==> src/rtl/ahb_pkg.sv <==
// Shared types for the AHB-Lite command master: transfer encodings, the
// controller state names, the queued command record and an alignment helper.
package ahb_pkg;

    typedef enum logic [1:0] {
        HTRANS_IDLE   = 2'b00,
        HTRANS_BUSY   = 2'b01,
        HTRANS_NONSEQ = 2'b10,
        HTRANS_SEQ    = 2'b11
    } htrans_e;

    localparam logic [2:0] HSIZE_BYTE    = 3'b000;
    localparam logic [2:0] HSIZE_HALF    = 3'b001;
    localparam logic [2:0] HSIZE_WORD    = 3'b010;
    localparam logic [2:0] HSIZE_DWORD   = 3'b011;
    localparam logic [2:0] HBURST_SINGLE = 3'b000;

    typedef enum logic [2:0] {
        ST_IDLE      = 3'd0,
        ST_ADDR      = 3'd1,
        ST_ADDR_DATA = 3'd2,
        ST_DATA      = 3'd3,
        ST_ERR       = 3'd4
    } mst_state_e;

    typedef struct packed {
        logic        write;
        logic [31:0] addr;
        logic [2:0]  size;
        logic [63:0] wdata;
    } cmd_t;

    // True when the size is legal and the address is a multiple of 2^size.
    function automatic logic cmd_aligned(input logic [31:0] addr, input logic [2:0] size);
        logic ok;
        case (size)
            HSIZE_BYTE:  ok = 1'b1;
            HSIZE_HALF:  ok = (addr[0] == 1'b0);
            HSIZE_WORD:  ok = (addr[1:0] == 2'b00);
            HSIZE_DWORD: ok = (addr[2:0] == 3'b000);
            default:     ok = 1'b0;
        endcase
        return ok;
    endfunction

endpackage

==> src/rtl/sync_fifo.sv <==
// Small synchronous FIFO with a combinational head read. A pop on a full
// FIFO frees the slot for a push in the same cycle.
module sync_fifo #(
    parameter int WIDTH = 8,
    parameter int DEPTH = 2
) (
    input  logic                     i_clk,
    input  logic                     i_rst_n,
    input  logic                     i_push,
    input  logic [WIDTH-1:0]         i_wdata,
    input  logic                     i_pop,
    output logic [WIDTH-1:0]         o_rdata,
    output logic                     o_full,
    output logic                     o_empty,
    output logic [$clog2(DEPTH):0]   o_count
);

    localparam int AW = $clog2(DEPTH);
    localparam logic [AW-1:0] PTR_ONE  = AW'(32'd1);
    localparam logic [AW:0]   CNT_ONE  = (AW+1)'(32'd1);
    localparam logic [AW:0]   CNT_FULL = (AW+1)'(DEPTH);

    logic [WIDTH-1:0] r_mem [DEPTH];
    logic [AW-1:0]    r_wptr;
    logic [AW-1:0]    r_rptr;
    logic [AW:0]      r_count;
    logic             w_do_push;
    logic             w_do_pop;

    assign o_full    = (r_count == CNT_FULL);
    assign o_empty   = (r_count == {(AW+1){1'b0}});
    assign o_count   = r_count;
    assign o_rdata   = r_mem[r_rptr];
    assign w_do_pop  = i_pop & ~o_empty;
    assign w_do_push = i_push & (~o_full | w_do_pop);

    // Storage array; contents need no reset because the count guards reads.
    always_ff @(posedge i_clk) begin
        if (w_do_push) begin
            r_mem[r_wptr] <= i_wdata;
        end
    end

    // Pointers and occupancy count.
    always_ff @(posedge i_clk or negedge i_rst_n) begin
        if (!i_rst_n) begin
            r_wptr  <= {AW{1'b0}};
            r_rptr  <= {AW{1'b0}};
            r_count <= {(AW+1){1'b0}};
        end else begin
            if (w_do_push) begin
                r_wptr <= r_wptr + PTR_ONE;
            end
            if (w_do_pop) begin
                r_rptr <= r_rptr + PTR_ONE;
            end
            case ({w_do_push, w_do_pop})
                2'b10:   r_count <= r_count + CNT_ONE;
                2'b01:   r_count <= r_count - CNT_ONE;
                default: r_count <= r_count;
            endcase
        end
    end

endmodule

==> src/rtl/ahb_lite_master.sv <==
// AHB-Lite master turning a valid/ready command stream into single pipelined
// transfers. The address phase is presented straight from the FIFO head and
// the head is only popped once the slave accepts it, so a command whose
// address phase is cancelled by an error response simply stays queued.
module ahb_lite_master
    import ahb_pkg::*;
#(
    parameter int         FIFO_DEPTH = 2,
    parameter logic [3:0] HPROT_VAL  = 4'b0011
) (
    input  logic        HCLK,
    input  logic        HRESETn,
    input  logic        cmd_valid,
    output logic        cmd_ready,
    input  logic        cmd_write,
    input  logic [31:0] cmd_addr,
    input  logic [2:0]  cmd_size,
    input  logic [63:0] cmd_wdata,
    output logic        rsp_valid,
    output logic        rsp_err,
    output logic [63:0] rsp_rdata,
    output logic        HSEL,
    output logic [31:0] HADDR,
    output logic [1:0]  HTRANS,
    output logic        HWRITE,
    output logic [2:0]  HSIZE,
    output logic [2:0]  HBURST,
    output logic [3:0]  HPROT,
    output logic [63:0] HWDATA,
    input  logic        HREADY,
    input  logic        HRESP,
    input  logic [63:0] HRDATA
);

    localparam int CNTW = $clog2(FIFO_DEPTH) + 1;
    localparam logic [CNTW-1:0] CNT_FULL = CNTW'(FIFO_DEPTH);

    // Encodings: r_dstate only ever holds IDLE, DATA or ERR (the data side);
    // the ADDR flavours are derived from whether an address phase is shown.
    localparam logic [2:0] S_IDLE      = ST_IDLE;
    localparam logic [2:0] S_ADDR      = ST_ADDR;
    localparam logic [2:0] S_ADDR_DATA = ST_ADDR_DATA;
    localparam logic [2:0] S_DATA      = ST_DATA;
    localparam logic [2:0] S_ERR       = ST_ERR;

    cmd_t            w_cmd_in;
    cmd_t            w_head;
    logic            w_full;
    logic            w_empty;
    logic [CNTW-1:0] w_count;
    logic            w_push;
    logic            w_pop;
    logic            w_head_ok;
    logic            w_addr_phase;
    logic            w_accept;
    logic            w_mis_pop;
    logic [2:0]      w_state;
    logic [2:0]      w_dstate_nxt;
    logic            w_rsp_valid_nxt;
    logic            w_rsp_err_nxt;
    logic [63:0]     w_rsp_rdata_nxt;

    logic [2:0]      r_dstate;
    logic            r_dp_write;
    logic [63:0]     r_hwdata;
    logic            r_rsp_valid;
    logic            r_rsp_err;
    logic [63:0]     r_rsp_rdata;

    assign w_cmd_in = '{write: cmd_write, addr: cmd_addr, size: cmd_size, wdata: cmd_wdata};

    sync_fifo #(
        .WIDTH ($bits(cmd_t)),
        .DEPTH (FIFO_DEPTH)
    ) u_cmd_fifo (
        .i_clk   (HCLK),
        .i_rst_n (HRESETn),
        .i_push  (w_push),
        .i_wdata (w_cmd_in),
        .i_pop   (w_pop),
        .o_rdata (w_head),
        .o_full  (w_full),
        .o_empty (w_empty),
        .o_count (w_count)
    );

    assign cmd_ready    = (w_count < CNT_FULL);
    assign w_push       = cmd_valid & ~w_full;
    assign w_head_ok    = ~w_empty & cmd_aligned(w_head.addr, w_head.size);
    // No new address phase during the second error cycle: that is what
    // cancels the queued transfer after the first error cycle.
    assign w_addr_phase = w_head_ok & (r_dstate != S_ERR);
    assign w_accept     = w_addr_phase & HREADY;
    // Illegal commands are retired only with no data phase outstanding so
    // their error response cannot overtake an earlier transfer.
    assign w_mis_pop    = ~w_empty & ~cmd_aligned(w_head.addr, w_head.size) & (r_dstate == S_IDLE);
    assign w_pop        = w_accept | w_mis_pop;

    // Full controller state as seen on the bus this cycle.
    always_comb begin
        w_state = S_IDLE;
        if (r_dstate == S_ERR) begin
            w_state = S_ERR;
        end else if (w_addr_phase) begin
            w_state = (r_dstate == S_DATA) ? S_ADDR_DATA : S_ADDR;
        end else begin
            w_state = (r_dstate == S_DATA) ? S_DATA : S_IDLE;
        end
    end

    assign HTRANS = ((w_state == S_ADDR) || (w_state == S_ADDR_DATA)) ? HTRANS_NONSEQ : HTRANS_IDLE;
    assign HSEL   = w_addr_phase;
    assign HADDR  = w_addr_phase ? w_head.addr  : 32'h0000_0000;
    assign HWRITE = w_addr_phase ? w_head.write : 1'b0;
    assign HSIZE  = w_addr_phase ? w_head.size  : 3'b000;
    assign HBURST = HBURST_SINGLE;
    assign HPROT  = HPROT_VAL;
    assign HWDATA = r_hwdata;

    assign rsp_valid = r_rsp_valid;
    assign rsp_err   = r_rsp_err;
    assign rsp_rdata = r_rsp_rdata;

    // Data-side next state and the response produced by this cycle.
    always_comb begin
        w_dstate_nxt    = r_dstate;
        w_rsp_valid_nxt = 1'b0;
        w_rsp_err_nxt   = 1'b0;
        w_rsp_rdata_nxt = 64'h0;
        case (r_dstate)
            S_IDLE: begin
                if (w_accept) begin
                    w_dstate_nxt = S_DATA;
                end else if (w_mis_pop) begin
                    w_rsp_valid_nxt = 1'b1;
                    w_rsp_err_nxt   = 1'b1;
                end else begin
                    w_dstate_nxt = S_IDLE;
                end
            end
            S_DATA: begin
                if (HREADY) begin
                    w_rsp_valid_nxt = 1'b1;
                    w_rsp_err_nxt   = HRESP;
                    if (!HRESP && !r_dp_write) begin
                        w_rsp_rdata_nxt = HRDATA;
                    end else begin
                        w_rsp_rdata_nxt = 64'h0;
                    end
                    if (w_accept) begin
                        w_dstate_nxt = S_DATA;
                    end else begin
                        w_dstate_nxt = S_IDLE;
                    end
                end else if (HRESP) begin
                    w_dstate_nxt = S_ERR;
                end else begin
                    w_dstate_nxt = S_DATA;
                end
            end
            S_ERR: begin
                if (HREADY) begin
                    w_rsp_valid_nxt = 1'b1;
                    w_rsp_err_nxt   = 1'b1;
                    w_dstate_nxt    = S_IDLE;
                end else begin
                    w_dstate_nxt = S_ERR;
                end
            end
            default: begin
                w_dstate_nxt = S_IDLE;
            end
        endcase
    end

    // State and response registers.
    always_ff @(posedge HCLK or negedge HRESETn) begin
        if (!HRESETn) begin
            r_dstate    <= S_IDLE;
            r_rsp_valid <= 1'b0;
            r_rsp_err   <= 1'b0;
            r_rsp_rdata <= 64'h0;
        end else begin
            r_dstate    <= w_dstate_nxt;
            r_rsp_valid <= w_rsp_valid_nxt;
            r_rsp_err   <= w_rsp_err_nxt;
            r_rsp_rdata <= w_rsp_rdata_nxt;
        end
    end

    // Data-phase attributes captured when the address phase is accepted.
    always_ff @(posedge HCLK or negedge HRESETn) begin
        if (!HRESETn) begin
            r_hwdata   <= 64'h0;
            r_dp_write <= 1'b0;
        end else if (w_accept) begin
            r_hwdata   <= w_head.wdata;
            r_dp_write <= w_head.write;
        end
    end

endmodule

==> config.mk <==
export PLATFORM = sky130hd
export DESIGN_NAME = ahb_lite_master
export DESIGN_NICKNAME = d
export VERILOG_FILES = /design/src/rtl/ahb_pkg.sv /design/src/rtl/sync_fifo.sv /design/src/rtl/ahb_lite_master.sv
export SDC_FILE = /design/constraint.sdc
export NUM_CORES = 1
export LEC_CHECK = 0
export BUFFER_PORTS_ARGS = -buffer_cell sky130_fd_sc_hd__clkbuf_2
export CORE_MARGIN = 1
export CORE_UTILIZATION = 25
export CTS_BUF_LIST = sky130_fd_sc_hd__clkbuf_8
export DETAILED_ROUTE_END_ITERATION = 16
export PLACE_DENSITY = 0.57
export REMOVE_ABC_BUFFERS = 1
export SLEW_MARGIN = 20
export SYNTH_ARGS = -nofsm -noshare
export SYNTH_HDL_FRONTEND = slang
export SYNTH_SLANG_ARGS = --single-unit
==> constraint.sdc <==
create_clock -name HCLK -period 5.2 [get_ports HCLK]
set_clock_uncertainty 0.2 [all_clocks]
set_input_delay 1.04 -clock HCLK [delete_from_list [all_inputs] [get_ports HCLK]]
set_output_delay 1.04 -clock HCLK [all_outputs]
set_load 0.005 [all_outputs]
[Yosys cells after proc, flatten, opt, wreduce, memory -nomap -nowiden]
Memory sizes are Yosys's and may differ from the RTL's.
Index checks and enable logic that the tools add are counted.
Widths: inputs -> output; s select.
Storage, ports and cells
  bits in registers: 138
  memory bits (writable): 200
  memories kept: 1
  word-level logic and storage cells: 80
Cells by class
  add/subtract/negate cells: 4
  equal/unequal tests: 12
  reduce and logical (&&, ||, !) cells: 11
  multiplexer cells: 28
  bitwise gates (word level): 14
  order comparisons: 1
Memory list
  u_cmd_fifo.r_mem: depth 2, width 100, read ports 1, clocked after Yosys merged registers in 0, write ports 1, line sync_fifo.sv:23  | logic [WIDTH-1:0] r_mem [DEPTH];
Operators with widths (count)
  $mux 64: 3
  $mux 32: 1
  $mux 3: 7
  $eq 3x2->1 const B: 4
  $mux 2: 5
  $logic_not 3->1: 3
  $pmux 3 s3: 1
  $and 1x1->1: 8
  $mux 1: 7
  $eq 3x1->1 const B: 2
  $ne 3x3->1 const B: 2
  $eq 2x2->1 const B: 2
  $logic_not 2->1: 2
  $not 1->1: 4
  $pmux 1 s4: 1
  $pmux 2 s2: 1
  $eq 3x3->1 const B: 1
  $pmux 1 s3: 1
  $add 1x1->1 const B: 2
  $add 2x1->2 const B: 1
  $eq 2x1->1 const B: 1
  $logic_not 1->1: 2
  $lt 2x2->1 const B: 1
  $or 1x1->1: 2
  other kinds (6): 6

[Logic depth before layout (Yosys ltp)]
An unclocked memory read counts as a cell.
  word-level depth: 12
  mapped depth: 9
  depth with buffers taken out: 9

[Cells and area by module]
A second synthesis with hierarchy kept.
Unflattened totals
  cells, all modules: 694
  area, all modules: 12687.2 µm²
By module, submodules not included
  sync_fifo: cells each 335, area each 7432.1 µm², instances 1
  ahb_lite_master: cells each 359, area each 5255.0 µm², instances 1

[Least setup slack after synthesis]
No wires, ideal clock.
  path type: input-to-reg
  start: in cmd_valid
  end: mem u_cmd_fifo.r_mem[0][0] (netlist name) (enable)
  data arrival time: 5.412 ns
  setup slack: -0.972 ns
  data required time: 4.440 ns
  stages: 2
  setup time: 0.560 ns
  buffers on the path: 0
  path through: o21ai_0 nor2_1
On the way
  cells in the longest elaborated chain, start to end: 4
RTL lines
  start, declared: line ahb_lite_master.sv:13  | input logic cmd_valid,
  $and 1x1->1: line ahb_lite_master.sv:88  | assign w_push = cmd_valid & ~w_full;
  $and 1x1->1: line sync_fifo.sv:35  | assign w_do_push = i_push & (~o_full | w_do_pop);
  $mux 1: line sync_fifo.sv:39  | if (w_do_push) begin
  $mux 1 (not written as such): line sync_fifo.sv:40  | r_mem[r_wptr] <= i_wdata;
  end, declared: line sync_fifo.sv:23
Every way passes these cells.

[Worst setup path in the final report]
  start: reg u_cmd_fifo.r_rptr
  end: out HSIZE[0]
On the way
  cells in the longest elaborated chain, start to end: 6
RTL lines
  start, declared: line sync_fifo.sv:25  | logic [AW-1:0] r_rptr;
  start signal, assigned: line sync_fifo.sv:48  | r_rptr <= {AW{1'b0}};
  start signal, assigned: line sync_fifo.sv:55  | r_rptr <= r_rptr + PTR_ONE;
  $mem_v2 2x100 *
  $eq 3x2->1, or another cell as far along: line ahb_pkg.sv:36  | case (size)
  $pmux 1 s4: line ahb_pkg.sv:36
  $and 1x1->1: line ahb_lite_master.sv:89  | assign w_head_ok = ~w_empty & cmd_aligned(w_head.addr, w_head.size);
  $and 1x1->1: line ahb_lite_master.sv:92  | assign w_addr_phase = w_head_ok & (r_dstate != S_ERR);
  $mux 3 *: line ahb_lite_master.sv:115  | assign HSIZE = w_addr_phase ? w_head.size : 3'b000;
  end, declared: line ahb_lite_master.sv:26  | output logic [2:0] HSIZE,
Mark *: on every way between the ends. The rest lies on a longest branch, timed or not.

==> results.tsv <==
metric	value	unit
crit_path_end_kind	primary output	
min_period	3.543	ns
rsz0062_at_grt	false	
grt_pass1_wl	41170	um
area_delta_synth_final	29.20	%
die_x	222.5	um
cts.htree.levels	2	
synthFlopType	edfxtp_1	
final_nets	1306	
power.density	528.9	nW/um2
multiInputGateArea	2487	um2
p_leak	6.987	nW
dieArea	49510	um2
required	3.96	ns
clockBufferDepth	3	
place_congestion	0.7404	
cp.buffers_inverters	2	
cts_tree	built	
worstPathArrival	2.30	ns
ant_nets	0	
hpwlAfterDp	17050	um
r2r_cells	7	
reg2reg_slack	2.18	ns
drt_wl_total	26990	um
overflow	0	
drc	0	
yosysWarningCount	0	
finalMaxSlewViolations	0	
ir_drop	0.0002655	V
setup_slack	1.657	ns
synth_edf_count	200	
place_ws	2.141	ns
max_freq	282.3	MHz
worstSetupPathType	flop to primary output	
r2r-end	u_cmd_fifo.o_count[1]	
regArea	9438	um2
routed_via_density	4.057	
final_core_util	32.82	%
post_cts_buffers	0	
fill_cells	4776	
cts_hold_buf	0	
cap_violations	0	
total_power	8.306	mW
dieHeight	222.5	um
ys_ff_latch	337	
firstDrtPassIters	5	
grt_max_degree	131	
worst_setup_path_start_kind	flop	
clk_latency	0.62	ns
vias	7290	
row_count	80	
outcome	finished, final reports clean	
avgRoutedWirePerCell	15.02	um
grt_util_all_layers	10.77	%
rr_startpoint	u_cmd_fifo.r_rptr	
final_common_cell	clkbuf_2	
clk_pin_slew_worst_paths	0.06	ns
cts_resized	0	
cpMaxStageDelayCell	dfrtp_4	
ys_seq_area_share	77.61	%
synth_cells	764	
cts_buffers	57	
avgSynthCellArea	15.91	um2
start_util	25.41	%
cts_root_buf	clkbuf_8	
critPathTopFamily	buffers and inverters	
drive_gt1_share	37.34	%
worstMarginPinSlew	0.9440	ns
final_cell_mix	clkbuf_2, edfxtp_1, dfrtp_1, nor2_1, mux2i_1	
drt-initial-drc-count	278	
finalHoldViolCount	0	
antenna_found_initial	2	
synth-async-reset-ratio	40.65	%
cpPeakStageDelay	0.50	ns
crit_path_cell_trace	nand2b_1 -> o22a_1 -> nand3_1 -> buf_4 -> a21oi_1 -> clkbuf_2	
ios	346	
fin_crit_sh	68.13	%
ys_types	35	
fp.coreArea	47850	um2
min_path_type	input port to asynchronous set/reset pin	
worst-path-max-fanout	37	
numPortBuffers	336	
critPathLaunch	u_cmd_fifo.r_rptr	
grt_pass1_vias	7495	
final-setup-viol-count	0	
max_slew_margin	37.07	%
clock_sinks	337	
syn_area	12160	um2
state kept, by name, summed over array words and instances, names as in the netlist:
| signal | cells |
|---|---|
| rsp_valid | 1 |
| rsp_err | 1 |
| rsp_rdata | 64 |
| u_cmd_fifo.r_rptr | 1 |
| u_cmd_fifo.r_wptr | 1 |
| r_dp_write | 1 |
| HWDATA | 64 |
| u_cmd_fifo.o_count | 2 |
| r_dstate | 2 |
| u_cmd_fifo.r_mem | 200 |
kinds of logic after synthesis:
logic type | count (synthesis) | synth area share [%]
flip-flops | 337 | 77.61
AND/OR/NAND/NOR | 180 | 7.082
multiplexers | 98 | 8.070
AO/OA/AOI/OAI | 86 | 3.932
buffers and inverters | 51 | 2.368
adder cells (fa/ha/maj) | 5 | 0.5147
XOR/XNOR | 5 | 0.3603
other | 2 | 0.06178
report_power, final:
group | internal, mW | total, mW | leakage [nW] | switching (mW)
clock network | 1.32 | 2.39 | 0.677 | 1.07
logic | 0.864 | 2.10 | 2.74 | 1.24
registers | 3.58 | 3.81 | 3.57 | 0.239
total | 5.76 | 8.31 | 6.99 | 2.55
layer usage:
| metal | track usage (%) | share of wire (%) |
|---|---|---|
| met2 | 17.91 | 49 |
| met5 | 0 | 0.044 |
| met4 | 5.050 | 2.7 |
| met3 | 3.240 | 6.7 |
| met1 | 12.71 | 41 |
cell usage after synthesis (all sizes together) (2+ instances only):
library cell | n | share of area (%)
a21oi | 70 | 2.9
clkbuf | 9 | 0.28
and2 | 64 | 3.3
nor2 | 106 | 3.3
buf | 35 | 1.9
inv | 7 | 0.22
mux2i | 98 | 8.1
o21ai | 4 | 0.16
ha | 5 | 0.51
edfxtp | 200 | 49
xnor2 | 4 | 0.29
nand2b | 2 | 0.10
conb | 2 | 0.062
nand2 | 4 | 0.12
dfrtp | 137 | 28
worst max-delay path by stage:
stage	to	slack [ns]	cells past startpoint
floorplan	HWDATA[0]	-3.06	3
global placement	u_cmd_fifo.o_count[1]	2.17	8
detailed placement	u_cmd_fifo.o_count[1]	2.14	7
CTS	HWRITE	1.55	4
global route	HADDR[26]	1.49	4
finish	HSIZE[0]	1.66	6
worst register-to-register path, stage by stage (launching register included):
cell	delay, ns
dfrtp_4	0.44
buf_4	0.69
a32oi_1	0.36
o21ai_1	0.44
o31ai_1	0.20
ha_1	0.36
nor2_1	0.14
xnor2_1	0.12
stage by stage:
step	hold WS [ns]	setup TNS, ns	cells	cell area (um2)
after floorplan	0.2681	-422.13	727	11920
after global placement	0.3073	0	1688	14510
after detailed placement	0.3161	0	1688	14510
after CTS	0.2139	0	1796	15700
after global routing	0.2571	0	1797	15710
final	0.2318	0	1797	15710
area by class of cell:
type,count,area share (%)
Antenna cell,1,0.01593
Multi-Input combinational cell,383,15.84
Clock buffer,73,6.397
Tap cell,615,4.900
Sequential cell,337,60.09
Clock inverter,35,1.203
Inverter,7,0.1673
Timing Repair Buffer,346,11.38
No activity file was read; power rests on OpenSTA's default activity.
